**src/rtl/led_trail_pwm_if.sv**
```systemverilog
// Pin bundle for the LED trail PWM block.
// The driver side uses master; the block itself uses slave.
interface led_trail_pwm_if #(
  parameter int width = 8
);
  logic             ENABLE;
  logic             TICK;
  logic [width-1:0] LEDS_IN;
  logic [width-1:0] LEDS_PWM;
  logic             PWM_SYNC;

  modport master (
    output ENABLE,
    output TICK,
    output LEDS_IN,
    input  LEDS_PWM,
    input  PWM_SYNC
  );

  modport slave (
    input  ENABLE,
    input  TICK,
    input  LEDS_IN,
    output LEDS_PWM,
    output PWM_SYNC
  );
endinterface

```
**src/rtl/led_trail_pwm.sv**
```systemverilog
// LED trail: per-channel brightness that decays on TICK.
// Each brightness value drives a registered PWM output.
module led_trail_pwm #(
  parameter int width      = 8,
  parameter int pwm_bits   = 4,
  parameter int decay_step = 4
) (
  input  logic            CLK,
  input  logic            RSTn,
  led_trail_pwm_if.slave  bus
);
  typedef logic [pwm_bits-1:0] lvl_t;

  localparam lvl_t MAX  = '1;
  localparam lvl_t STEP = lvl_t'(decay_step);

  lvl_t                   cnt_q, cnt_d;
  lvl_t [width-1:0]       bright_q, bright_d;
  logic [width-1:0]       pwm_q, pwm_d;
  logic                   sync_q, sync_d;

  always_comb begin
    cnt_d    = cnt_q;
    bright_d = bright_q;
    pwm_d    = '0;
    sync_d   = 1'b0;
    if (bus.ENABLE) begin
      cnt_d  = cnt_q + lvl_t'(1);
      sync_d = (cnt_q == '0);
      for (int i = 0; i < width; i++) begin
        // MAX is forced solid so a freshly lit LED has no gap
        pwm_d[i] = (bright_q[i] == MAX) ||
                   (bright_q[i] > cnt_q);
        if (bus.LEDS_IN[i]) begin
          bright_d[i] = MAX;
        end else if (bus.TICK) begin
          bright_d[i] = (bright_q[i] > STEP) ?
                        bright_q[i] - STEP : '0;
        end
      end
    end
  end

  always_ff @(posedge CLK or negedge RSTn) begin
    if (!RSTn) begin
      cnt_q    <= '0;
      bright_q <= '0;
      pwm_q    <= '0;
      sync_q   <= 1'b0;
    end else begin
      cnt_q    <= cnt_d;
      bright_q <= bright_d;
      pwm_q    <= pwm_d;
      sync_q   <= sync_d;
    end
  end

  assign bus.LEDS_PWM = pwm_q;
  assign bus.PWM_SYNC = sync_q;
endmodule

```
**src/flat_wrapper.sv**
```systemverilog
// flat-port wrapper written by rule: the top's interface ports become plain ports
module led_trail_pwm_flat 
#(
  parameter int width      = 8,
  parameter int pwm_bits   = 4,
  parameter int decay_step = 4
)
  (CLK, RSTn, bus_ENABLE, bus_TICK, bus_LEDS_IN, bus_LEDS_PWM, bus_PWM_SYNC);
  led_trail_pwm_if #(.width(width)) bus_i ();
  input  logic CLK;
  input  logic RSTn;
  input wire logic [$bits(bus_i.ENABLE)-1:0] bus_ENABLE;
  input wire logic [$bits(bus_i.TICK)-1:0] bus_TICK;
  input wire logic [$bits(bus_i.LEDS_IN)-1:0] bus_LEDS_IN;
  output wire logic [$bits(bus_i.LEDS_PWM)-1:0] bus_LEDS_PWM;
  output wire logic [$bits(bus_i.PWM_SYNC)-1:0] bus_PWM_SYNC;
  assign bus_i.ENABLE = bus_ENABLE;
  assign bus_i.TICK = bus_TICK;
  assign bus_i.LEDS_IN = bus_LEDS_IN;
  assign bus_LEDS_PWM = bus_i.LEDS_PWM;
  assign bus_PWM_SYNC = bus_i.PWM_SYNC;
  led_trail_pwm #(.width(width), .pwm_bits(pwm_bits), .decay_step(decay_step)) u_core (.CLK(CLK), .RSTn(RSTn), .bus(bus_i));
endmodule
```
**config.mk**
```make
export PLATFORM = sky130hd
export DESIGN_NAME = led_trail_pwm_flat
export DESIGN_NICKNAME = d
export VERILOG_FILES = /design/src/rtl/led_trail_pwm_if.sv /design/src/rtl/led_trail_pwm.sv /design/src/flat_wrapper.sv
export SDC_FILE = /design/constraint.sdc
export NUM_CORES = 1
export LEC_CHECK = 0
export CORE_AREA = 5 5 86 88
export CTS_CLUSTER_DIAMETER = 120
export CTS_CLUSTER_SIZE = 16
export DETAILED_ROUTE_END_ITERATION = 10
export DIE_AREA = 0 0 91 93
export MAX_ROUTING_LAYER = met4
export SYNTH_ARGS = -nofsm -noshare
export SYNTH_HDL_FRONTEND = slang
export SYNTH_SLANG_ARGS = --single-unit
```
**constraint.sdc**
```tcl
create_clock -name CLK -period 2.9 [get_ports CLK]
set_input_delay 0.725 -clock CLK [delete_from_list [all_inputs] [get_ports CLK]]
set_output_delay 0.725 -clock CLK [all_outputs]
set_load 0.01 [all_outputs]
```
==> results.cfg, run 1 <==
[logic_synthesis]
yosysMostFrequentCell = ha_1
synth_top_area_share_pct = 36.5
synth-main-ff-cell = dfrtp_1
syn-mean-instance-area_sq_um = 9.81
syn-cell-area_sq_mm = 0.00254
synth_cell_types = 28
ys_top_cells_by_count = ha_1, dfrtp_1, nand2_1
synth-edff-count = 0
syn_inst = 259
async_flop_share_pct = 100
synth_warnings = 0
ys_seq_elements = 37
synth_top_area_cell = dfrtp_1
synthTopCellsByArea = dfrtp_1, ha_1, nand2_1, a211oi_1, o21ai_0
syn_nets = 319
seq_area_frac_synth_pct = 36.5

[sta]
hold_viol = 0
setup_slack_ps = 810
worstMarginPinSlew_ps = 865
finalSetupViolations = 0
period_share_pct = 72.1
rsz0062_at_grt = false
post-route-min-period_ps = 2090
fmax_mhz = 478
relSlewSlack_pct = 42.3
clock_skew_ps = 5.72
fin_tns_setup_ps = 0
whs_ps = 485
slew_viol_final = 0

[run_status]
outcome = completed

[final_layout]
nets = 341
drive_gt1_share_pct = 6.03
fin_area_sq_mm = 0.00291
layoutNonFillerInstCount = 362
post-route-util_pct = 44.3
synthToLayoutAreaGrowth_pct = 14.5
n_antenna_cell = 0

[clock_network]
worstSkewPairLatency_ps = 290
cts_tree = built
clock_path_buffers = 2
cts-root-buf = clkbuf_8
cts-resized-gates = 0
cts_max_level = 2
cts-buffers-inserted = 5
postCtsHoldBufs = 0
clkSinkCount = 37
post_cts_buffers = 0
cts.reportedPaths.clkPinSlew_ps = 70

[floorplanning]
fp.coreArea_sq_mm = 0.00657
fp.dieArea_sq_mm = 0.00846
die_h_um = 93
start_util_pct = 38.7
fp-row-count = 30
die_w_um = 91
pin_count = 21

[route]
drc = 0
ant_nets = 0
vias_per_cell = 5.33
vias = 1928
wirelength_um = 4870
detail_route.wl_per_cell_um = 13.5
dr.first_iter.drc_count = 88
firstDrtPassIters = 4

[power]
ir_worst_vdd_v = 0.000300
power_density_mw_per_mm2 = 774
total_power_mw = 2.25
p_leak_nw = 1.32

[global_routing]
grt_max_degree = 38
grt_pass1_wl_um = 8400
grt_usage_pct = 12.4
antenna_found_initial = 0
grt_overflow = 0
grt_pass1_vias = 1830

[placement]
dp_hpwl_um = 3310
io_buffer_count = 20
placed_cell_area_sq_mm = 0.00281
place_inst = 354
place_congestion = 0.690
pre_cts_slack_ps = 529

[critical_path]
path_class = primary input to register
critPathLaunchType = primary input
end_kind = register
cp_max_fo = 28
worst_ep_arrival_time_ps = 2310
worstPathRequired_ps = 3120

[flow_run]
maxCapViolations = 0

[min_path]
hold_path.class = register to register
-- logic make-up after synthesis --
logic type / after synthesis / synth area share (%)
AOI/OAI and AO/OA: 60 / 14.9
xor gates and xnor gates: 3 / 1.03
adders and majority gates: 48 / 23.6
buffers and inverters: 26 / 4.53
DFF: 37 / 36.5
muxes: 7 / 3.00
and+or+nand+nor: 78 / 16.5
-- worst paths after layout --
kind                                 start                      to  slack, ps  depth (start not counted)
setup / recovery                  bus_TICK     u_core.bright_q[18]        810                          4
max in group asynchronous             RSTn  u_core.bus.LEDS_PWM[4]       1810                          1
hold reg to reg            u_core.cnt_q[3]     u_core.bus.PWM_SYNC        490                          1
hold / removal             u_core.cnt_q[3]     u_core.bus.PWM_SYNC        490                          1
min in group asynchronous             RSTn     u_core.bright_q[11]        540                          1
setup reg to reg           u_core.cnt_q[1]  u_core.bus.LEDS_PWM[3]       1310                          5
-- state kept, by name, summed over array words and instances (netlist names) --
| signal | flops |
|---|---|
| u_core.bright_q | 24 |
| u_core.bus.LEDS_PWM | 8 |
| u_core.cnt_q | 4 |
| u_core.bus.PWM_SYNC | 1 |
-- per-layer routing --
| layer | track usage [%] | share of wire, % | routed length (um) | up-vias |
|---|---|---|---|---|
| li1 | - | - | - | 987 |
| met3 | 2.65 | 3.9 | 188 | 4 |
| met4 | 2.93 | 0.86 | 42 | 0 |
| met5 | - | 0 | 0 | - |
| met1 | 16.2 | 50 | 2420 | 904 |
| met2 | 19.8 | 46 | 2220 | 33 |
-- cell type report --
| type | instances | area, sq um |
|---|---|---|
| Multi-Input combinational cell | 196 | 1500 |
| Tap cell | 80 | 100 |
| Clock inverter | 1 | 5.00 |
| Clock buffer | 7 | 96.3 |
| Sequential cell | 37 | 926 |
| Inverter | 19 | 71.3 |
| Fill cell | 615 | 3660 |
| Timing Repair Buffer | 22 | 210 |
-- where the power goes --
| group | switching, mW | internal [mW] | total, mW | leakage (nW) |
|---|---|---|---|---|
| registers | 0.151 | 0.645 | 0.795 | 0.402 |
| clock network | 0.184 | 0.215 | 0.399 | 0.0542 |
| logic | 0.544 | 0.513 | 1.06 | 0.867 |
-- worst max-delay path, stage by stage --
cell	delay (ps)
clkdlybuf4s50_1	790
nand2_4	290
or3_1	420
nand3_1	80
-- cells in the final DEF, fill, tap and decap left out, types with 7 or more instances in the layout --
master           count
and2_1               7
o211ai_1            10
o21ai_0             17
nand3_1              9
clkbuf_8             7
ha_1                48
nor2b_1             10
dfrtp_1             37
nand2_1             29
inv_1               19
clkdlybuf4s50_1     19
a21oi_1             12
o31ai_1              8
nand4_1              9
a211oi_1            13
Power figures use the tool's default switching activity.
==> inputs of run 2 (changes only) <==
Clock period 2.9 ns to 2.1 ns, I/O delays scaled along.
==> results.cfg, run 2 (same netlist as run 1, synthesis figures left out) <==
[clock_network]
clkSinkCount = 37
cts-root-buf = clkbuf_8
post_cts_buffers = 0
worstSkewPairLatency_ps = 290
postCtsHoldBufs = 0
cts_max_level = 2
cts_tree = built
cts-buffers-inserted = 5
cts.reportedPaths.clkPinSlew_ps = 70
cts-resized-gates = 0
clock_path_buffers = 2

[critical_path]
cp_top_family = buffers and inverters
path_class = register to primary output
slowest_stage = clkdlybuf4s50_1
r2r-end = u_core.bus.LEDS_PWM[3]
r2r-start = u_core.cnt_q[1]
reg2reg_depth = 5
cp_max_fo = 1
worstPathRequired_ps = 1570
critPathLaunchType = register
cp_num_buf_inv = 1
path_cells = clkdlybuf4s50_1
rrSetupSlack_ps = 530
slowest_delay_ps = 530
end_kind = primary output
worst_ep_arrival_time_ps = 1150

[route]
firstDrtPassIters = 5
met2_length_um = 2330
detail_route.wl_per_cell_um = 13.8
vias = 1956
vias_per_cell = 5.39
ant_nets = 0
wl_met3_um = 195
wirelength_met1_um = 2400
wirelength_um = 5000
dr.first_iter.drc_count = 69
drc = 0
top_layer_used = met4

[sta]
worstMarginPinSlew_ps = 529
hold_viol = 0
relSlewSlack_pct = 64.8
clock_skew_ps = 2.82
fmax_mhz = 596
period_share_pct = 79.9
rsz0062_at_grt = false
setup_slack_ps = 423
fin_tns_setup_ps = 0
post-route-min-period_ps = 1680
finalSetupViolations = 0
slew_viol_final = 0
whs_ps = 264

[global_routing]
grt_overflow = 0
antenna_found_initial = 0
grt_max_degree = 38
grt_usage_pct = 13.0
grt_pass1_wl_um = 8710
grt_pass1_vias = 1912

[placement]
place_congestion = 0.748
pre_cts_slack_ps = 223
io_buffer_count = 20
dp_hpwl_um = 3380
place_inst = 355

[final_layout]
nets = 342
layoutNonFillerInstCount = 363
layout_commonest_cell = ha_1
synthToLayoutAreaGrowth_pct = 14.4
drive_gt1_share_pct = 5.30
layout_common_cells = ha_1, dfrtp_1, nand2_1
largest-register = u_core.bright_q
largest_reg_flops = 24
n_antenna_cell = 0

[floorplanning]
die_w_um = 91
fp-row-count = 30
fp.dieArea_sq_mm = 0.00846
fp.coreArea_sq_mm = 0.00657
die_h_um = 93
start_util_pct = 38.7
pin_count = 21

[power]
power_density_mw_per_mm2 = 1050
p_leak_nw = 1.32
ir_worst_vdd_v = 0.000407

[flow_run]
maxCapViolations = 0

[min_path]
hold_path.class = primary input to asynchronous set/reset pin

[run_status]
outcome = completed
run 2: cell count changes in the layout (fill, tap and decap cells not counted), sizes merged:
cell	before	now
clkbuf	7	8
clkinv	1	0
buf	3	4
run 2: metrics by stage:
step	util [%]	total power [mW]	area (sq um)
final	44.2	3.05	2910
after global routing	44.2	3.39	2910
after CTS	44.2	3.10	2910
after detailed placement	43.0	2.59	2830
after global placement	43.0	2.53	2830
after floorplan	-	2.11	2540
run 2: layout make-up:
class / instances / area (sq um)
tap: 80 / 100
inverter: 19 / 71.3
timing repair buffer: 23 / 230
multi-input combinational: 196 / 1500
fill: 638 / 3660
clock buffer: 8 / 80.1
sequential: 37 / 926
run 2: worst max path at each step:
stage,start,end,depth (start not counted)
after floorplan,u_core.bright_q[31],u_core.bright_q[31],5
after global placement,bus_ENABLE,u_core.bright_q[22],4
after detailed placement,bus_ENABLE,u_core.bright_q[18],4
after CTS,u_core.bus.LEDS_PWM[3],bus_LEDS_PWM[3],1
after global routing,u_core.bus.LEDS_PWM[3],bus_LEDS_PWM[3],1
final,u_core.bus.LEDS_PWM[3],bus_LEDS_PWM[3],1
run 2: power breakdown:
group	internal, mW	switching, mW	total [mW]
clock network	0.236	0.251	0.487
registers	0.891	0.206	1.10
logic	0.712	0.755	1.47
run 2: layer usage:
| metal | global-route usage [%] | vias to the layer above |
|---|---|---|
| met3 | 2.74 | 6 |
| met2 | 21.2 | 30 |
| met5 | - | - |
| met4 | 4.03 | 0 |
| met1 | 16.2 | 927 |
| li1 | - | 993 |
